[src/rtl/uart_defs.sv]
// Shared UART definitions: FSM state encodings and default bit timing,
// used by both the receiver and the transmitter.
package uart_defs;

    typedef enum logic [2:0] {
        S_IDLE      = 3'd0,
        S_START_BIT = 3'd1,
        S_DATA_BIT  = 3'd2,
        S_STOP_BIT  = 3'd3,
        S_WAIT_HIGH = 3'd4
    } state_e;

    // 100 MHz clock, 9600 baud
    localparam int CYCLES_DEFAULT = 10416;

endpackage

[src/rtl/sync_2ff.sv]
// Two-flop synchronizer for a single asynchronous bit.
// RST_VAL selects the value both flops take during reset.
module sync_2ff #(
    parameter logic RST_VAL = 1'b1
) (
    input  logic clk,
    input  logic rst,
    input  logic d,
    output logic q
);

    logic meta_q;
    logic sync_q;

    always_ff @(posedge clk) begin
        if (rst) begin
            meta_q <= RST_VAL;
            sync_q <= RST_VAL;
        end else begin
            meta_q <= d;
            sync_q <= meta_q;
        end
    end

    assign q = sync_q;

endmodule

[src/rtl/uart_rx.sv]
// UART receiver: 8N1, mid-bit sampling, single-entry holding register
// with valid/ready handoff, frame-error and overrun pulses.
module uart_rx
    import uart_defs::*;
#(
    parameter int CYCLES = CYCLES_DEFAULT
) (
    input  logic       clk,
    input  logic       rst,
    input  logic       in,
    output logic [7:0] data,
    output logic       valid,
    input  logic       ready,
    output logic       frame_err,
    output logic       overrun,
    output logic       busy
);

    localparam int CW = (CYCLES > 2) ? $clog2(CYCLES) : 1;
    localparam logic [CW-1:0] LAST = CW'(CYCLES - 1);
    localparam logic [CW-1:0] HALF = CW'(CYCLES / 2 - 1);

    logic          rx_s;
    state_e        state_q, state_d;
    logic [CW-1:0] cnt_q, cnt_d;
    logic [2:0]    idx_q, idx_d;
    logic [7:0]    shift_q, shift_d;
    logic [7:0]    data_q, data_d;
    logic          valid_q, valid_d;
    logic          ferr_q, ferr_d;
    logic          ovr_q, ovr_d;

    sync_2ff #(.RST_VAL(1'b1)) u_sync (
        .clk (clk),
        .rst (rst),
        .d   (in),
        .q   (rx_s)
    );

    always_ff @(posedge clk) begin
        if (rst) begin
            state_q <= S_IDLE;
            cnt_q   <= '0;
            idx_q   <= '0;
            shift_q <= '0;
            data_q  <= '0;
            valid_q <= 1'b0;
            ferr_q  <= 1'b0;
            ovr_q   <= 1'b0;
        end else begin
            state_q <= state_d;
            cnt_q   <= cnt_d;
            idx_q   <= idx_d;
            shift_q <= shift_d;
            data_q  <= data_d;
            valid_q <= valid_d;
            ferr_q  <= ferr_d;
            ovr_q   <= ovr_d;
        end
    end

    always_comb begin
        state_d = state_q;
        cnt_d   = cnt_q;
        idx_d   = idx_q;
        shift_d = shift_q;
        data_d  = data_q;
        valid_d = valid_q;
        ferr_d  = 1'b0;
        ovr_d   = 1'b0;

        if (valid_q && ready) begin
            valid_d = 1'b0;
        end

        case (state_q)
            S_IDLE: begin
                if (!rx_s) begin
                    cnt_d   = '0;
                    state_d = S_START_BIT;
                end
            end
            S_START_BIT: begin
                if (cnt_q == HALF) begin
                    cnt_d   = '0;
                    idx_d   = '0;
                    state_d = rx_s ? S_IDLE : S_DATA_BIT;
                end else begin
                    cnt_d = cnt_q + 1'b1;
                end
            end
            S_DATA_BIT: begin
                if (cnt_q == LAST) begin
                    cnt_d          = '0;
                    shift_d[idx_q] = rx_s;
                    if (idx_q == 3'd7) begin
                        state_d = S_STOP_BIT;
                    end else begin
                        idx_d = idx_q + 1'b1;
                    end
                end else begin
                    cnt_d = cnt_q + 1'b1;
                end
            end
            S_STOP_BIT: begin
                if (cnt_q == LAST) begin
                    cnt_d = '0;
                    if (rx_s) begin
                        state_d = S_IDLE;
                        // Consumer taking the old byte this cycle frees the slot.
                        if (!valid_q || ready) begin
                            data_d  = shift_q;
                            valid_d = 1'b1;
                        end else begin
                            ovr_d = 1'b1;
                        end
                    end else begin
                        ferr_d  = 1'b1;
                        state_d = S_WAIT_HIGH;
                    end
                end else begin
                    cnt_d = cnt_q + 1'b1;
                end
            end
            S_WAIT_HIGH: begin
                if (rx_s) begin
                    state_d = S_IDLE;
                end
            end
            default: begin
                state_d = S_IDLE;
            end
        endcase
    end

    assign data      = data_q;
    assign valid     = valid_q;
    assign frame_err = ferr_q;
    assign overrun   = ovr_q;
    assign busy      = (state_q != S_IDLE);

endmodule

[config.mk]
export PLATFORM = sky130hd
export DESIGN_NAME = uart_rx
export DESIGN_NICKNAME = d
export VERILOG_FILES = /design/src/rtl/uart_defs.sv /design/src/rtl/sync_2ff.sv /design/src/rtl/uart_rx.sv
export SDC_FILE = /design/constraint.sdc
export NUM_CORES = 1
export LEC_CHECK = 0
export CORE_ASPECT_RATIO = 0.6
export CORE_MARGIN = 4
export CORE_UTILIZATION = 25
export DETAILED_ROUTE_END_ITERATION = 16
export DONT_BUFFER_PORTS = 1
export GPL_TIMING_DRIVEN = 0
export MAX_ROUTING_LAYER = met4
export SLEW_MARGIN = 0
export SYNTH_ARGS = -nofsm -noshare
export SYNTH_HDL_FRONTEND = slang
export SYNTH_HIERARCHICAL = 1
export SYNTH_SLANG_ARGS = --single-unit
[constraint.sdc]
create_clock -name clk -period 4.1 [get_ports clk]
set_input_delay 0.82 -clock clk [delete_from_list [all_inputs] [get_ports clk]]
set_output_delay 0.82 -clock clk [all_outputs]
set_load 0.005 [all_outputs]
### Yosys cells after proc, flatten, opt, wreduce, memory -nomap -nowiden

Index checks and enable logic that the tools add are counted.

* logic and storage cells: 74
* flip-flop bits (word level): 41
* output and inout port bits: 12

* mux-type cells: 27
* bitwise operators: 3
* add/sub/neg operators: 2
* reductions and logical operators: 16
* order comparisons: 2
* eq/ne operators: 14

Operators with widths (number)
* $mux W14: 3
* $pmux W14 S3: 1
* $mux W3: 10
* $pmux W3 S5: 1
* $add A14 B1 Y14 const B: 1
* $eq A14 B13 Y1 const B: 1
* $eq A14 B14 Y1 const B: 1
* $ne A2 B2 Y1 const B: 6
* $bwmux W8: 1
* $mux W1: 8
* $reduce_and A4 Y1: 2
* $eq A3 B2 Y1 const B: 2
* $eq A3 B3 Y1 const B: 2
* $pmux W3 S2: 1
* $reduce_and A6 Y1: 1
* $reduce_bool A3 Y1: 2
* $lt A3 B4 Y1 const B: 1
* $reduce_and A2 Y1: 2
* $reduce_or A4 Y1: 1
* $add A3 B1 Y3 const B: 1
* $demux W1 S3: 1
* $eq A3 B1 Y1 const B: 1
* $ge A3 B1 Y1 const B: 1
* $logic_not A3 Y1: 1
* other kinds (9): 12

### Depth between registers and ports, before layout

Gate-level depths: netlist (run 1).

* depth in word-level cells: 6
* mapped depth: 8

### Cells and area by module

Netlist (run 1), hierarchy kept.

By module, submodules not included
* uart_rx: cells each 213, area an instance 1890.6 sq um, instances 1
* sync_2ff: cells each 4, area an instance 52.6 sq um, instances 1

### Worst setup path after synthesis (run 1)

No wires, ideal clock.

* kind: register -> register
* start point: register cnt_q[0]
* end point: register idx_q[0]
* clock period less this slack: 1.942 ns
* stages on the path, launching flop included: 8
* data arrival time: 1.871 ns
* setup slack: 2.158 ns
* library setup time: 0.071 ns
* buffers on the path: 1
* path through: dfxtp_1 -> ha_1 -> and4b_1 -> and4_1 -> buf_6 -> a31oi_4 -> or4_1 -> a21oi_1

* longest elaborated chain between the ends: 3

Ends and longest elaborated chain
* start, declared: RTL line uart_rx.sv:25 `logic [CW-1:0] cnt_q, cnt_d;`
* start signal, assigned: RTL line uart_rx.sv:52 `cnt_q <= cnt_d;`
* $eq A14 B14 Y1 or $eq A14 B13 Y1 (tied branches): RTL line uart_rx.sv:93, uart_rx.sv:84
* $ne A2 B2 Y1 (no line)
* $reduce_and A4 Y1 (no line) *
* end signal, assigned: RTL line uart_rx.sv:53 `idx_q <= idx_d;`
* end, declared: RTL line uart_rx.sv:26 `logic [2:0] idx_q, idx_d;`

Mark *: on every way between the ends. The rest lies on a longest branch, timed or not.
A chain may end at the register's enable or synchronous reset.

### Worst setup path in the final report (run 1)

* start point: register cnt_q[0]
* end point: register cnt_q[5]

* longest elaborated chain between the ends: 3

Ends and longest elaborated chain
* $add A14 B1 Y14 (tied with other cells): RTL line uart_rx.sv:89, uart_rx.sv:102, uart_rx.sv:122
* $mux W14, on equally long branches: RTL line uart_rx.sv:93, uart_rx.sv:106, uart_rx.sv:84
* $pmux W14 S3 *: RTL line uart_rx.sv:76 `case (state_q)`

Marked as above.

==> results.toml, run 1 <==
[layout]
final_cell_mix = "dfxtp_1, nor2_1, mux2i_1, nand4_1, nand2_1"
drive_above_1_share_pct = 8.889
area_growth_pct = 14.04
n_antenna_cell = 0
finalNonFillerCells = 329
fillCellCount = 794
nets = 231
mostFrequentLayoutCell = "dfxtp_1"

[detailed_routing]
routed_wl_um = 4194
viasPerCell = 4.568
firstDrtPassIters = 4
ant_nets = 0
initialDrtViolationCount = 67
drc_errors = 0
routed_wire_length_per_instance_um = 12.75
num_vias = 1503

[place]
gp_congestion = 0.8443
io_buffers = 0
dp_slack_ns = 1.902
dpl.cell_count = 321
hpwl_um = 3108

[power]
leakage_uw = 0.0008104
irDropWorstVdd_mv = 0.1789
p_clk_share_pct = 47.2
p_sw_uw = 172.9
power_density_nw_per_um2 = 361.7
pwr-share-comb_pct = 2.7
cell_internal_pwr_uw = 628.6
seqPwrFrac_pct = 50.1
p_sw_share_pct = 21.57

[setup_path]
required_ns = 4.26
path_class = "flip-flop to flip-flop"
worstPathMaxFanout = 10
end_kind = "flip-flop"
critical_path_arrival_ns = 2.33
cp-start-kind = "flip-flop"

[timing]
hold_viol_final = 0
tns_ns = 0
worst_slew_pin_slew_ns = 0.5360
finalMaxSlewViolations = 0
min_period_over_period_pct = 53.15
rsz0062_at_grt = "no"
relSlewSlack_pct = 64.20
fin_crit_ns = 2.179
worst_slack_ns = 1.921
fin_skew_ns = 0.004994
setup_viol = 0
fmax_mhz = 458.9

[clock_tree]
cts_max_level = 2
clock_sinks = 41
cts_root_buf = "clkbuf_16"
cts_setup_buffers = 0
clkTransAtPathRegs_ns = 0.06
clk_latency_ns = 0.28
ctsHoldBuffers = 0
clockBufferDepth = 2
cts_buffers = 5
cts.repair.resized = 0
cts_tree = "built"

[worst_hold_path]
worstHoldPathType = "flip-flop to flip-flop"

[global_routing]
busiest_layer = "met1"
grt_pass1_vias = 1398
use_met2_pct = 11.84
met3_usage_pct = 3.561
grt-ovfl-total = 0
gr-usage-all-layers_pct = 10.14
grt.met1_usage_pct = 15.75
grt_max_degree = 14
grt_pass1_wl_um = 7307
antenna_found_initial = 0

[logic_synthesis]
synth_compound_gate_area_share_pct = 9.594
synthesis.area_um2 = 1943
synth_cells = 217
synthAdderAreaFrac_pct = 1.932
synth_edf_count = 0
synth.mux.area_fraction_pct = 8.757
seq_area_frac_synth_pct = 42.24
syn_avg_cell_area_um2 = 8.954
synth-simple-area-share_pct = 28.33
synth_fp_nets = 224
synth_cell_types = 48
synth_top_family_by_area = "simple AND/OR/NAND/NOR gates"
ys.flop_type = "dfxtp_1"
yosysWarnings = 6
synth_seq_cells = 41
synth_xor_xnor_area_share_pct = 4.057
async_flop_share_pct = 0

[run]
maxCapViolCount = 0

[floorplan]
die_area_um2 = 9293
initial_utilization_pct = 26.20
die_w_um = 121.8
coreArea_um2 = 7417
rows = 24
boundaryPins = 16
chipHeight_um = 76.29

[status]
outcome = "complete, no violations"
sequential cells by signal, summed over array words and instances (netlist names), 3 cells and up:
| signal | cells |
|---|---|
| cnt_q | 14 |
| data | 8 |
| shift_q | 8 |
| idx_q | 3 |
| state_q | 3 |
cells in the mapped netlist, types with 4 or more instances:
cell,n,area share [%]
nand4_1,12,3.9
clkbuf_1,6,1.2
o21ai_0,4,1.0
xor2_1,7,3.2
mux2i_1,17,8.8
inv_1,6,1.2
and3_1,4,1.3
a21oi_1,8,2.1
nand3_1,7,1.8
buf_2,4,1.0
nand2_1,10,1.9
nor2_1,34,6.6
dfxtp_1,41,42
worst max-delay path, stage by stage (launching register included):
cell	delay [ns]
dfxtp_1	0.38
ha_1	0.26
and4b_1	0.29
and4_1	0.22
buf_6	0.15
o32ai_1	0.09
buf_2	0.21
o21bai_2	0.35
nor2_1	0.10
final timing paths:
path | depth (start not counted) | from | end | slack (ns)
worst max-delay path | 8 | cnt_q[0] | cnt_q[5] | 1.92
worst min-delay path | 1 | u_sync/meta_q | u_sync/q | 0.41
worst max register to register | 8 | cnt_q[0] | cnt_q[5] | 1.92
worst min register to register | 1 | u_sync/meta_q | u_sync/q | 0.41
logic make-up after synthesis:
| family | after synthesis |
|---|---|
| compound gates | 26 |
| xor+xnor | 9 |
| buf+inv | 20 |
| fa+ha+maj | 3 |
| flops | 41 |
| mux | 17 |
| simple gates | 101 |
cell type report:
class,count,area [um2],area share [%]
Multi-Input combinational cell,156,1023,46.19
Inverter,6,22.52,1.016
Buffer,14,76.32,3.444
Tap cell,104,130.1,5.872
Clock inverter,3,17.52,0.7905
Clock buffer,5,125.1,5.647
Sequential cell,41,820.8,37.04
stage by stage:
stage               hold slack [ns]  cell area (um2)  util (%)  total power [uW]
finish                       0.4058             2216     29.88             801.4
global route                 0.4334             2216     29.88             842.3
CTS                          0.4111             2216     29.88             814.5
detailed placement           0.3974             2073     27.95             431.9
global placement             0.3862             2073     27.95             431.5
floorplan                    0.3832             1943         -             425.3
layer usage:
layer  vias up  part of all wire, %
li1        786                    -
met1       684                   58
met2        28                   35
met3         5                  6.4
met4         0                  1.1
met5         -                    0
power by group through the flow:
stage	combinational (uW)	sequential [uW]	clock (uW)
2_1_floorplan	15.7	410	0
3_3_place_gp	21.6	410	0
3_5_place_dp	21.9	410	0
4_1_cts	21.8	401	392
5_1_grt	24.4	401	417
6_report	21.7	401	379
(Power assumes the default switching activity.)
==> run 2: changes to the inputs <==
clock period = 1.9 ns   (was 4.1 ns; I/O delays follow)
==> results.toml, run 2 (synthesized netlist as in run 1, its figures left out) <==
[status]
outcome = "complete, no violations"

[timing]
finalMaxSlewViolations = 0
worst_slew_pin_slew_ns = 0.5774
fin_skew_ns = 0.007865
fin_crit_ns = 1.831
hold_ws_ns = 0.1887
hold_viol_final = 0
setup_viol = 0
relSlewSlack_pct = 61.51
min_period_over_period_pct = 96.35
fmax_mhz = 546.2
rsz0062_at_grt = "yes"

[clock_tree]
cts_root_buf = "clkbuf_16"
clock_sinks = 41
clockBufferDepth = 2
cts_max_level = 2
cts_buffers = 5
cts_tree = "built"
clk_latency_ns = 0.29
clkTransAtPathRegs_ns = 0.06

[layout]
finalNonFillerCells = 335
largest_reg_flops = 14
n_antenna_cell = 0
drive_above_1_share_pct = 15.58
final_cell_mix = "dfxtp_1, nor2_1, mux2i_1, nand4_1, nand2_1"
mostFrequentLayoutCell = "dfxtp_1"
area_growth_pct = 22.60
top_register = "cnt_q"
nets = 237
fillCellCount = 764

[detailed_routing]
num_vias = 1596
routed_wl_um = 4703
firstDrtPassIters = 4
routed_wire_length_per_instance_um = 14.04
viasPerCell = 4.764
ant_nets = 0
drc_errors = 0
initialDrtViolationCount = 122

[floorplan]
die_w_um = 121.8
rows = 24
boundaryPins = 16
chipHeight_um = 76.29
coreArea_um2 = 7417
initial_utilization_pct = 26.20
die_area_um2 = 9293

[setup_path]
reg2reg_slack_ns = 0.07
critical_path_arrival_ns = 1.99
worstPathMaxFanout = 8
end_kind = "flip-flop"
path_class = "flip-flop to flip-flop"
rr_worst_depth = 7
r2r-end = "data[3]"
required_ns = 2.06
cp-start-kind = "flip-flop"
timing.rr.start = "cnt_q[0]"

[global_routing]
met3_usage_pct = 3.932
use_met2_pct = 12.72
grt_pass1_vias = 1439
grt_max_degree = 13
grt_pass1_wl_um = 7369
grt.met1_usage_pct = 15.34
antenna_found_initial = 0
grt-ovfl-total = 0
gr-usage-all-layers_pct = 10.47
busiest_layer = "met1"

[power]
leakage_uw = 0.0008729
power_density_nw_per_um2 = 803.6
irDropWorstVdd_mv = 0.2834
total_power_uw = 1914

[place]
io_buffers = 0
hpwl_um = 3276
dpl.cell_count = 321
gp_congestion = 0.8316

[run]
maxCapViolCount = 0

[worst_hold_path]
hold_start = "rst"
worstHoldPathType = "primary input to flip-flop"
min_to = "u_sync/meta_q"
holdPathStages = 1
==> run 2: cell types whose count changed in the layout (fill, tap and decap cells not counted), sizes merged <==
cell / change
buf: +4
bufinv: +1
clkbuf: +3
clkinv: -2
clkinvlp: -1
o21bai: +1
==> run 2: area by class of cell <==
class	count	area, um2	share of cell area (%)
Multi-Input combinational cell	157	1100	46.17
Buffer	14	90.09	3.782
Timing Repair Buffer	5	37.54	1.576
Tap cell	104	130.1	5.462
Inverter	6	22.52	0.9454
Clock buffer	7	142.6	5.987
Clock inverter	1	30.03	1.261
Sequential cell	41	829.5	34.82
==> run 2: worst max-delay path, stage by stage (launching register included) <==
cell,delay [ns]
dfxtp_4,0.37
ha_4,0.14
and4b_2,0.27
nand4_1,0.17
and4b_1,0.29
buf_4,0.20
mux2i_1,0.21
nor2_1,0.05
==> run 2: layer usage <==
metal | part of all wire (%) | routed length, um
met3 | 5.4 | 255
met1 | 54 | 2526
met2 | 40 | 1859
met5 | 0 | 0
met4 | 1.3 | 61
==> run 2: repair_timing <==
item / CTS / global route
hold buffers: 0 / 0
endpoints found under the setup margin: 26 / 27
resized for setup: 7 / 14
hold endpoints to repair: 0 / 0
pin swaps: 3 / 4
cloned: 0 / 1
setup buffers: 4 / 1
==> run 2: how the worst max path moves through the flow <==
| stage | from | endpoint | slack, ns |
|---|---|---|---|
| final | cnt_q[0] | data[3] | 0.07 |
| after detailed placement | cnt_q[1] | cnt_q[9] | -0.22 |
| after global placement | cnt_q[1] | cnt_q[13] | -0.17 |
| after CTS | cnt_q[0] | cnt_q[2] | 0.007 |
| after global routing | cnt_q[0] | idx_q[0] | -0.02 |
| after floorplan | cnt_q[1] | idx_q[0] | 0.005 |
==> run 2: per-stage QoR <==
stage	setup TNS [ns]	setup WS [ns]	cell area [um2]	util [%]
finish	0	0.06928	2382	32.12
global placement	-2.281	-0.1748	2077	28.00
CTS	0	0.007183	2307	31.11
detailed placement	-3.503	-0.2225	2077	28.00
floorplan	0	0.004610	1947	-
global route	-0.01924	-0.01924	2382	32.12
==> run 2: power by group <==
part	internal [uW]	total, uW	leakage [uW]	switching (uW)
sequential	861	864	0.000333	2.96
clock	656	996	0.0000841	339
combinational	16.2	55.0	0.000456	38.9
